==> config.mk <==
export PLATFORM = sky130hd
export DESIGN_NAME = io_timer
export DESIGN_NICKNAME = d
export VERILOG_FILES = /design/src/rtl/io_timer_pkg.sv /design/src/rtl/io_timer_prescaler.sv /design/src/rtl/io_timer.sv
export SDC_FILE = /design/constraint.sdc
export NUM_CORES = 1
export LEC_CHECK = 0
export BUFFER_PORTS_ARGS = -buffer_cell sky130_fd_sc_hd__buf_4
export CAP_MARGIN = 20
export CORE_ASPECT_RATIO = 0.75
export CORE_UTILIZATION = 50
export CTS_CLUSTER_DIAMETER = 200
export CTS_CLUSTER_SIZE = 25
export DETAILED_ROUTE_END_ITERATION = 7
export GPL_TIMING_DRIVEN = 0
export PLACE_DENSITY = 0.7
export REMOVE_ABC_BUFFERS = 1
export SLEW_MARGIN = 20
export SYNTH_ARGS = -nofsm -noshare
export SYNTH_HDL_FRONTEND = slang
export SYNTH_HIERARCHICAL = 1
export SYNTH_SLANG_ARGS = --single-unit
==> constraint.sdc <==
create_clock -name clk_i -period 8.6 [get_ports clk_i]
set_clock_uncertainty 0.2 [all_clocks]
set_input_delay 0.86 -clock clk_i [delete_from_list [all_inputs] [get_ports clk_i]]
set_output_delay 0.86 -clock clk_i [all_outputs]
set_load 0.005 [all_outputs]
==> src/rtl/io_timer_pkg.sv <==
// Shared definitions for io_timer: register offsets, CTRL/STATUS bit positions,
// FSM state type and the prescaler limit helper.
package io_timer_pkg;

    localparam logic [2:0] OFF_CTRL   = 3'd0;
    localparam logic [2:0] OFF_RELOAD = 3'd1;
    localparam logic [2:0] OFF_COUNT  = 3'd2;
    localparam logic [2:0] OFF_STATUS = 3'd3;
    localparam logic [2:0] OFF_CAPT   = 3'd4;

    localparam int CTRL_EN      = 0;
    localparam int CTRL_AUTO    = 1;
    localparam int CTRL_IRQ_EN  = 2;
    localparam int CTRL_PSEL_LO = 4;
    localparam int CTRL_PSEL_HI = 6;

    localparam int STAT_PEND = 0;
    localparam int STAT_OVR  = 1;
    localparam int STAT_RUN  = 2;
    localparam int STAT_CAPF = 3;

    typedef enum logic [1:0] {ST_STOP, ST_LOAD, ST_RUN} io_timer_state_t;

    // Terminal prescaler value for a divide of 2^psel.
    function automatic logic [7:0] presc_limit(input logic [2:0] psel);
        return 8'h7F >> (3'd7 - psel);
    endfunction

endpackage

==> src/rtl/io_timer_prescaler.sv <==
// Prescaler for io_timer: counts while not cleared and emits one tick every 2^psel cycles.
module io_timer_prescaler
    import io_timer_pkg::*;
#(
    parameter int PRESC_W = 8
) (
    input  logic       clk_i,
    input  logic       rst_ni,
    input  logic       clear,
    input  logic [2:0] psel,
    output logic       tick
);

    logic [PRESC_W-1:0] presc;
    logic [PRESC_W-1:0] limit;

    assign limit = PRESC_W'(presc_limit(psel));
    assign tick  = ~clear & (presc == limit);

    always_ff @(posedge clk_i or negedge rst_ni) begin
        if (!rst_ni) begin
            presc <= '0;
        end else if (clear || tick) begin
            presc <= '0;
        end else begin
            presc <= presc + 1'b1;
        end
    end

endmodule

==> src/rtl/io_timer.sv <==
// Port-mapped 8-bit down-counter timer with level interrupt.
// Optional capture input enabled by defining IO_TIMER_CAPTURE_EN.
//
// state   | meaning
// ST_STOP | count holds, prescaler cleared
// ST_LOAD | one cycle: count <= RELOAD, prescaler cleared
// ST_RUN  | prescaler runs, count decrements on each tick
module io_timer
    import io_timer_pkg::*;
#(
    parameter logic [7:0] BASE_ADDR = 8'h10,
    parameter int         PRESC_W   = 8
) (
    input  logic       clk_i,
    input  logic       rst_ni,
    input  logic [7:0] io_addr_i,
    input  logic [7:0] io_data_i,
    input  logic       io_we_i,
    output logic [7:0] io_data_o,
    output logic       irq_o
`ifdef IO_TIMER_CAPTURE_EN
    ,
    input  logic       capture_i
`endif
);

    io_timer_state_t state;

    logic       en, auto_rl, irq_en;
    logic [2:0] psel;
    logic [7:0] reload, count;
    logic       pend, ovr;
    logic [7:0] capt;
    logic       capf;

    logic       hit;
    logic [2:0] off;
    logic       wr_ctrl, wr_reload, wr_count, wr_status;
    logic       tick, expire, running;
    logic [7:0] rd_data;

    // BASE_ADDR is 8-aligned, so the low three address bits select the register.
    assign hit       = (io_addr_i[7:3] == BASE_ADDR[7:3]);
    assign off       = io_addr_i[2:0];
    assign wr_ctrl   = io_we_i & hit & (off == OFF_CTRL);
    assign wr_reload = io_we_i & hit & (off == OFF_RELOAD);
    assign wr_count  = io_we_i & hit & (off == OFF_COUNT);
    assign wr_status = io_we_i & hit & (off == OFF_STATUS);

    assign running = (state != ST_STOP);
    assign expire  = tick & (count == 8'h00);

    io_timer_prescaler #(.PRESC_W(PRESC_W)) u_presc (
        .clk_i  (clk_i),
        .rst_ni (rst_ni),
        .clear  ((state != ST_RUN) | wr_count),
        .psel   (psel),
        .tick   (tick)
    );

    always_ff @(posedge clk_i or negedge rst_ni) begin
        if (!rst_ni) begin
            state <= ST_STOP;
        end else if (wr_ctrl && !io_data_i[CTRL_EN]) begin
            state <= ST_STOP;
        end else begin
            case (state)
                ST_STOP: if (wr_ctrl) state <= ST_LOAD;
                ST_LOAD: state <= ST_RUN;
                ST_RUN:  if (expire && !auto_rl) state <= ST_STOP;
                default: state <= ST_STOP;
            endcase
        end
    end

    always_ff @(posedge clk_i or negedge rst_ni) begin
        if (!rst_ni) begin
            en      <= 1'b0;
            auto_rl <= 1'b0;
            irq_en  <= 1'b0;
            psel    <= 3'd0;
        end else if (wr_ctrl) begin
            en      <= io_data_i[CTRL_EN];
            auto_rl <= io_data_i[CTRL_AUTO];
            irq_en  <= io_data_i[CTRL_IRQ_EN];
            psel    <= io_data_i[CTRL_PSEL_HI:CTRL_PSEL_LO];
        end else if (expire && !auto_rl) begin
            en <= 1'b0;
        end
    end

    always_ff @(posedge clk_i or negedge rst_ni) begin
        if (!rst_ni) begin
            reload <= 8'h00;
        end else if (wr_reload) begin
            reload <= io_data_i;
        end
    end

    // A COUNT write suppresses the tick, so it always wins over a decrement.
    always_ff @(posedge clk_i or negedge rst_ni) begin
        if (!rst_ni) begin
            count <= 8'h00;
        end else if (wr_count) begin
            count <= io_data_i;
        end else if (state == ST_LOAD) begin
            count <= reload;
        end else if (tick) begin
            if (count != 8'h00) begin
                count <= count - 8'd1;
            end else if (auto_rl) begin
                count <= reload;
            end
        end
    end

    always_ff @(posedge clk_i or negedge rst_ni) begin
        if (!rst_ni) begin
            pend  <= 1'b0;
            ovr   <= 1'b0;
            irq_o <= 1'b0;
        end else begin
            pend  <= (pend & ~(wr_status & io_data_i[STAT_PEND])) | expire;
            ovr   <= (ovr & ~(wr_status & io_data_i[STAT_OVR])) | (expire & pend);
            irq_o <= pend & irq_en;
        end
    end

`ifdef IO_TIMER_CAPTURE_EN
    logic [2:0] cap_sync;
    logic       cap_rise;

    assign cap_rise = cap_sync[1] & ~cap_sync[2];

    always_ff @(posedge clk_i or negedge rst_ni) begin
        if (!rst_ni) begin
            cap_sync <= 3'b000;
            capt     <= 8'h00;
            capf     <= 1'b0;
        end else begin
            cap_sync <= {cap_sync[1:0], capture_i};
            if (cap_rise) capt <= count;
            capf <= (capf & ~(wr_status & io_data_i[STAT_CAPF])) | cap_rise;
        end
    end
`else
    assign capt = 8'h00;
    assign capf = 1'b0;
`endif

    always_comb begin
        rd_data = 8'h00;
        if (hit) begin
            case (off)
                OFF_CTRL:   rd_data = {1'b0, psel, 1'b0, irq_en, auto_rl, en};
                OFF_RELOAD: rd_data = reload;
                OFF_COUNT:  rd_data = count;
                OFF_STATUS: rd_data = {4'b0000, capf, running, ovr, pend};
                OFF_CAPT:   rd_data = capt;
                default:    rd_data = 8'h00;
            endcase
        end
    end

    always_ff @(posedge clk_i or negedge rst_ni) begin
        if (!rst_ni) begin
            io_data_o <= 8'h00;
        end else begin
            io_data_o <= rd_data;
        end
    end

endmodule

**Word-level counts from Yosys, hierarchy flattened**

Index checks and enable logic that the tools add are counted.
W data, S select, Z words.

- Register bits: 43
- Bits of input ports: 19
- Output and inout port bits: 9
- Logic and storage cells: 74

- Add/subtract/negate cells: 3
- Equality and inequality tests: 10
- Shifts and indexed selects: 1
- Muxes and demuxes: 14
- Bitwise gates (word level): 19
- Reductions and logical operators: 15

Operators by type and width:

| cell | count |
|---|---|
| $mux W8 | 7 |
| $pmux W8 S4 | 1 |
| $and A1 B1 Y1 | 13 |
| $add A8 B1 Y8 const B | 1 |
| $eq A8 B8 Y1 | 1 |
| $logic_not A8 Y1 | 1 |
| $reduce_bool A8 Y1 | 1 |
| $shr A7 B3 Y8 const A | 1 |
| $sub A8 B1 Y8 const B | 1 |
| $eq A3 B2 Y1 const B | 2 |
| $mux W2 | 3 |
| $ne A3 B3 Y1 const B | 2 |
| $pmux W2 S3 | 1 |
| $eq A5 B2 Y1 const B | 1 |
| $reduce_and A2 Y1 | 2 |
| $reduce_bool A2 Y1 | 2 |
| $reduce_bool A4 Y1 | 1 |
| $eq A3 B1 Y1 const B | 1 |
| $logic_not A3 Y1 | 1 |
| $not A1 Y1 | 3 |
| $or A1 B1 Y1 | 3 |
| $reduce_bool A3 Y1 | 1 |
| $sub A3 B3 Y3 const A | 1 |
| $eq A2 B1 Y1 const B | 1 |
| 7 further kinds | 10 |

**Longest topological paths before layout**

- Word-level depth: 11
- Depth in mapped cells: 14
- Mapped depth without buffers: 10

**Cells and area by module**

The synthesis kept the hierarchy.

By module, submodules not included:

| module | instances | cells an instance | area each (µm²) | seq. area each (µm²) |
|---|---|---|---|---|
| io_timer | 1 | 189 | 1841.8 | 875.8 |
| io_timer_prescaler | 1 | 60 | 581.8 | 200.2 |

**Least setup slack after synthesis**

No wires, ideal clock.

- Kind: input port to flip-flop
- From: input port io_addr_i[4]
- To: register count[5]
- Setup time: 82 ps
- Arrival time: 3074 ps
- Required time: 8318 ps
- Setup slack: 5244 ps
- Cell stages on the path: 14
- Path buffers: 4
- Path through: nor4b_4 and3_2 nand2_1 buf_2 nand3b_1 buf_1 and3b_1 buf_2 inv_1 a31o_1 and2_1 buf_2 a211o_1 a31oi_1

- Cells in the longest elaborated chain, start to end: 8
- Elaborated cells on any way between the ends: 10
- Those cells by class: eq/ne: 1; mux: 1; bitwise: 5; reduce/logical: 3

Ends and longest elaborated chain:

| what | RTL line | RTL |
|---|---|---|
| start: declaration | io_timer.sv:16 | `input logic [7:0] io_addr_i,` |
| $eq A5 B2 Y1 | io_timer.sv:43 | `assign hit = (io_addr_i[7:3] == BASE_ADDR[7:3]);` |
| $and A1 B1 Y1 (2 in a row) | io_timer.sv:47 | `assign wr_count = io_we_i & hit & (off == OFF_COUNT);` |
| $or A1 B1 Y1 | io_timer.sv:56 | `.clear ((state != ST_RUN) \| wr_count),` |
| $not A1 Y1 | io_timer_prescaler.sv:18 | `assign tick = ~clear & (presc == limit);` |
| $and A1 B1 Y1 | io_timer_prescaler.sv:18 |  |
| via tick | io_timer.sv:39 | `logic tick, expire, running;` |
| $reduce_bool A3 Y1 (no source line) | -- |  |
| $reduce_and A2 Y1 (no source line) | -- |  |
| end signal: assignment | io_timer.sv:105 | `count <= io_data_i;` |
| end signal: assignment | io_timer.sv:107 | `count <= reload;` |
| end signal: assignment | io_timer.sv:110 | `count <= count - 8'd1;` |
| end: declaration | io_timer.sv:31 | `logic [7:0] reload, count;` |

The timed path passes the listed nets, and every way through them passes these cells.
A chain may end at the register's enable or synchronous reset.

**Worst setup path in the final report**

Same ends and word-level chain as after synthesis.

==> reports/qor.yml <==
status: "completed"
arrival_ns: 3.62
synth_edf_count: 0
antenna_left: 0
cts_setup_buffers: 0
die_h_um: 62.3
cp-end-kind: "register"
synth.area.top_cells: "dfrtp_1, nand2_1, mux2_2"
io_pins: 28
coreArea_um2: 4550
via_count: 1920
antenna_found_initial: 0
postSynthAreaPerCell_um2: 9.73
synthCells: 249
setup_ws_ns: 5.00
synth_top_area_share_pct: 44.4
slew_violations: 0
cts_inserted_buffers: 5
yosysMostFrequentCell: "dfrtp_1"
via_per_inst: 5.85
yosysTopAreaCell: "dfrtp_1"
path_cells: "buf_4 > nor4b_4 > and3_2 > nand2_1 > nand3b_1 > and3b_1 > inv_1 > a31o_1 > and2_1 > a211o_1 > a31oi_1"
switchingPower_mw: 0.176
synth-seq-cells: 43
synthesis.area_um2: 2420
gp_congestion: 0.822
drtIter0Drc: 117
synth_ff_type: "dfrtp_1"
hold_viol: 0
placed_cells: 320
gr-total-overflow: 0
synthArstFlopShare_pct: 100
max_freq_mhz: 278
yosysWarnings: 6
p_per_area_nw_per_um2: 195
ys_types: 54
clk_latency_ns: 0.30
crit_path_start_kind: "input port"
row_count: 21
peakVddDrop_v: 0.000142
worstPathRequired_ns: 8.62
path_max_fanout: 17
nNetsFinal: 292
grt_first_pass_wirelength_um: 8930
ys_top_cells_by_count: "dfrtp_1, nand2_1, nor2_1"
cts_buffer_depth: 2
drive_gt1_share_pct: 19.6
dr.pass1.iters: 4
setup_violations: 0
grt_max_degree: 44
sequentialPowerShare_pct: 50.3
cts_tree: "yes"
slowest_delay_ns: 0.51
dp_hpwl_um: 3920
die_w_um: 82.4
finalCritPeriodShare_pct: 41.9
n_antenna_cell: 0
place_area_um2: 2620
design_area_um2: 2700
cts-root-buf: "clkbuf_8"
fin_util_pct: 59.4
start_util_pct: 53.3
drv_cap: 0
pre_cts_ws_ns: 4.73
rsz0062_at_grt: "no"
fin_crit_ns: 3.60
worstMarginPinSlew_ns: 0.967
worstHoldPathType: "reg2reg"
critPathKind: "in2reg"
port_buffers: 27
p_sw_share_pct: 33.4
p_comb_share_pct: 26.4
area_growth_pct: 11.5
hold_buffers: 0
cts_resized: 0
critPathSlowestCell: "and3b_1"
leakage_nw: 1.21
clkTransAtPathRegs_ns: 0.08
p_clk_share_pct: 23.4
tns_ns: 0
grt_pass1_vias: 1732
track_usage_pct: 23.3
drc_errors: 0
max-slew-margin-rel_pct: 35.5
routed_wl_um: 5370
cts.sinks: 43
dieArea_um2: 5130
htreeDepth: 2
p_int_mw: 0.350
r2r_slack_ns: 5.32
wire_per_inst_um: 16.4
stdcell_count: 328
yosysSeqAreaShare_pct: 44.4
-- power by group through the flow --
stage                     clock [mW]  combinational [mW]  sequential (mW)
final                          0.123               0.139            0.264
after global routing           0.137               0.154            0.266
after CTS                      0.126               0.138            0.262
after detailed placement           0               0.136            0.266
after global placement             0               0.133            0.266
after floorplan                    0               0.106            0.254
-- cell families after synthesis --
family	count (synthesis)	share of synthesized area, %
DFF	43	44.4
and+or+nand+nor	96	21.3
AOI/OAI and AO/OA	59	16.9
buffers and inverters	23	4.75
muxes	13	6.81
adders and majority gates	3	1.55
xor gates and xnor gates	12	4.34
-- placed cells by master (no fill, tap or decap), types with 2 or more instances in the layout --
cell type,instances
mux2_2,8
a31oi_1,4
ha_1,3
inv_1,10
a22oi_1,2
nand3b_1,3
a211oi_1,10
a21oi_1,12
a211o_1,2
nand2b_1,2
nand4_1,3
mux4_2,2
mux2i_1,3
o21ai_0,11
nand3_1,6
nor4_1,3
dfrtp_1,43
o22ai_1,3
xnor2_1,9
o211ai_1,3
clkbuf_8,5
nor2b_1,5
and2_1,3
and3_1,3
buf_4,27
nand2_1,28
nor3_1,5
a221oi_1,2
clkbuf_1,2
o21a_1,2
nor2_1,22
nor3b_1,2
xor2_1,3
-- sequential cells by signal, summed over array words and instances, names as in the netlist --
| register | flops |
|---|---|
| auto_rl | 1 |
| irq_en | 1 |
| reload | 8 |
| io_data_o | 8 |
| state | 2 |
| psel | 3 |
| pend | 1 |
| en | 1 |
| ovr | 1 |
| count | 8 |
| u_presc/presc | 8 |
| irq_o | 1 |
-- path summary, 6_finish.rpt --
kind,from,endpoint,cells after the start
min reg2reg,irq_en,irq_o,1
min in group asynchronous,rst_ni,u_presc/presc[0],1
max in group asynchronous,rst_ni,reload[4],1
max,io_addr_i[4],count[5],11
max reg2reg,psel[2],count[5],9
min,irq_en,irq_o,1
-- area by class of cell --
type / count / area [um^2]
multi-input cells: 183 / 1230
fillers: 404 / 1840
clock inverters: 1 / 5.00
repair buffers: 27 / 203
flip-flops and latches: 43 / 1080
well taps: 57 / 71.3
clock buffers: 7 / 76.3
inverters: 10 / 37.5
-- critical path: cells and delay by family --
| kind | cells | cell delay [ns] |
|---|---|---|
| AND/OR/NAND/NOR | 6 | 1.94 |
| AO/OA/AOI/OAI | 3 | 0.63 |
| buffers and inverters | 2 | 0.17 |
-- per-layer routing --
| metal | global-route usage [%] | up-vias | wire length [um] |
|---|---|---|---|
| li1 | - | 936 | - |
| met1 | 38.3 | 905 | 2820 |
| met2 | 30.3 | 72 | 2140 |
| met3 | 4.41 | 7 | 355 |
| met4 | 6.58 | 0 | 50 |
| met5 | 0 | - | 0 |
-- stage by stage --
step	power (mW)	hold WS, ns
finish	0.526	0.319
global route	0.557	0.348
CTS	0.525	0.322
detailed placement	0.402	0.304
global placement	0.398	0.295
floorplan	0.360	0.260
(Power assumes the default switching activity.)
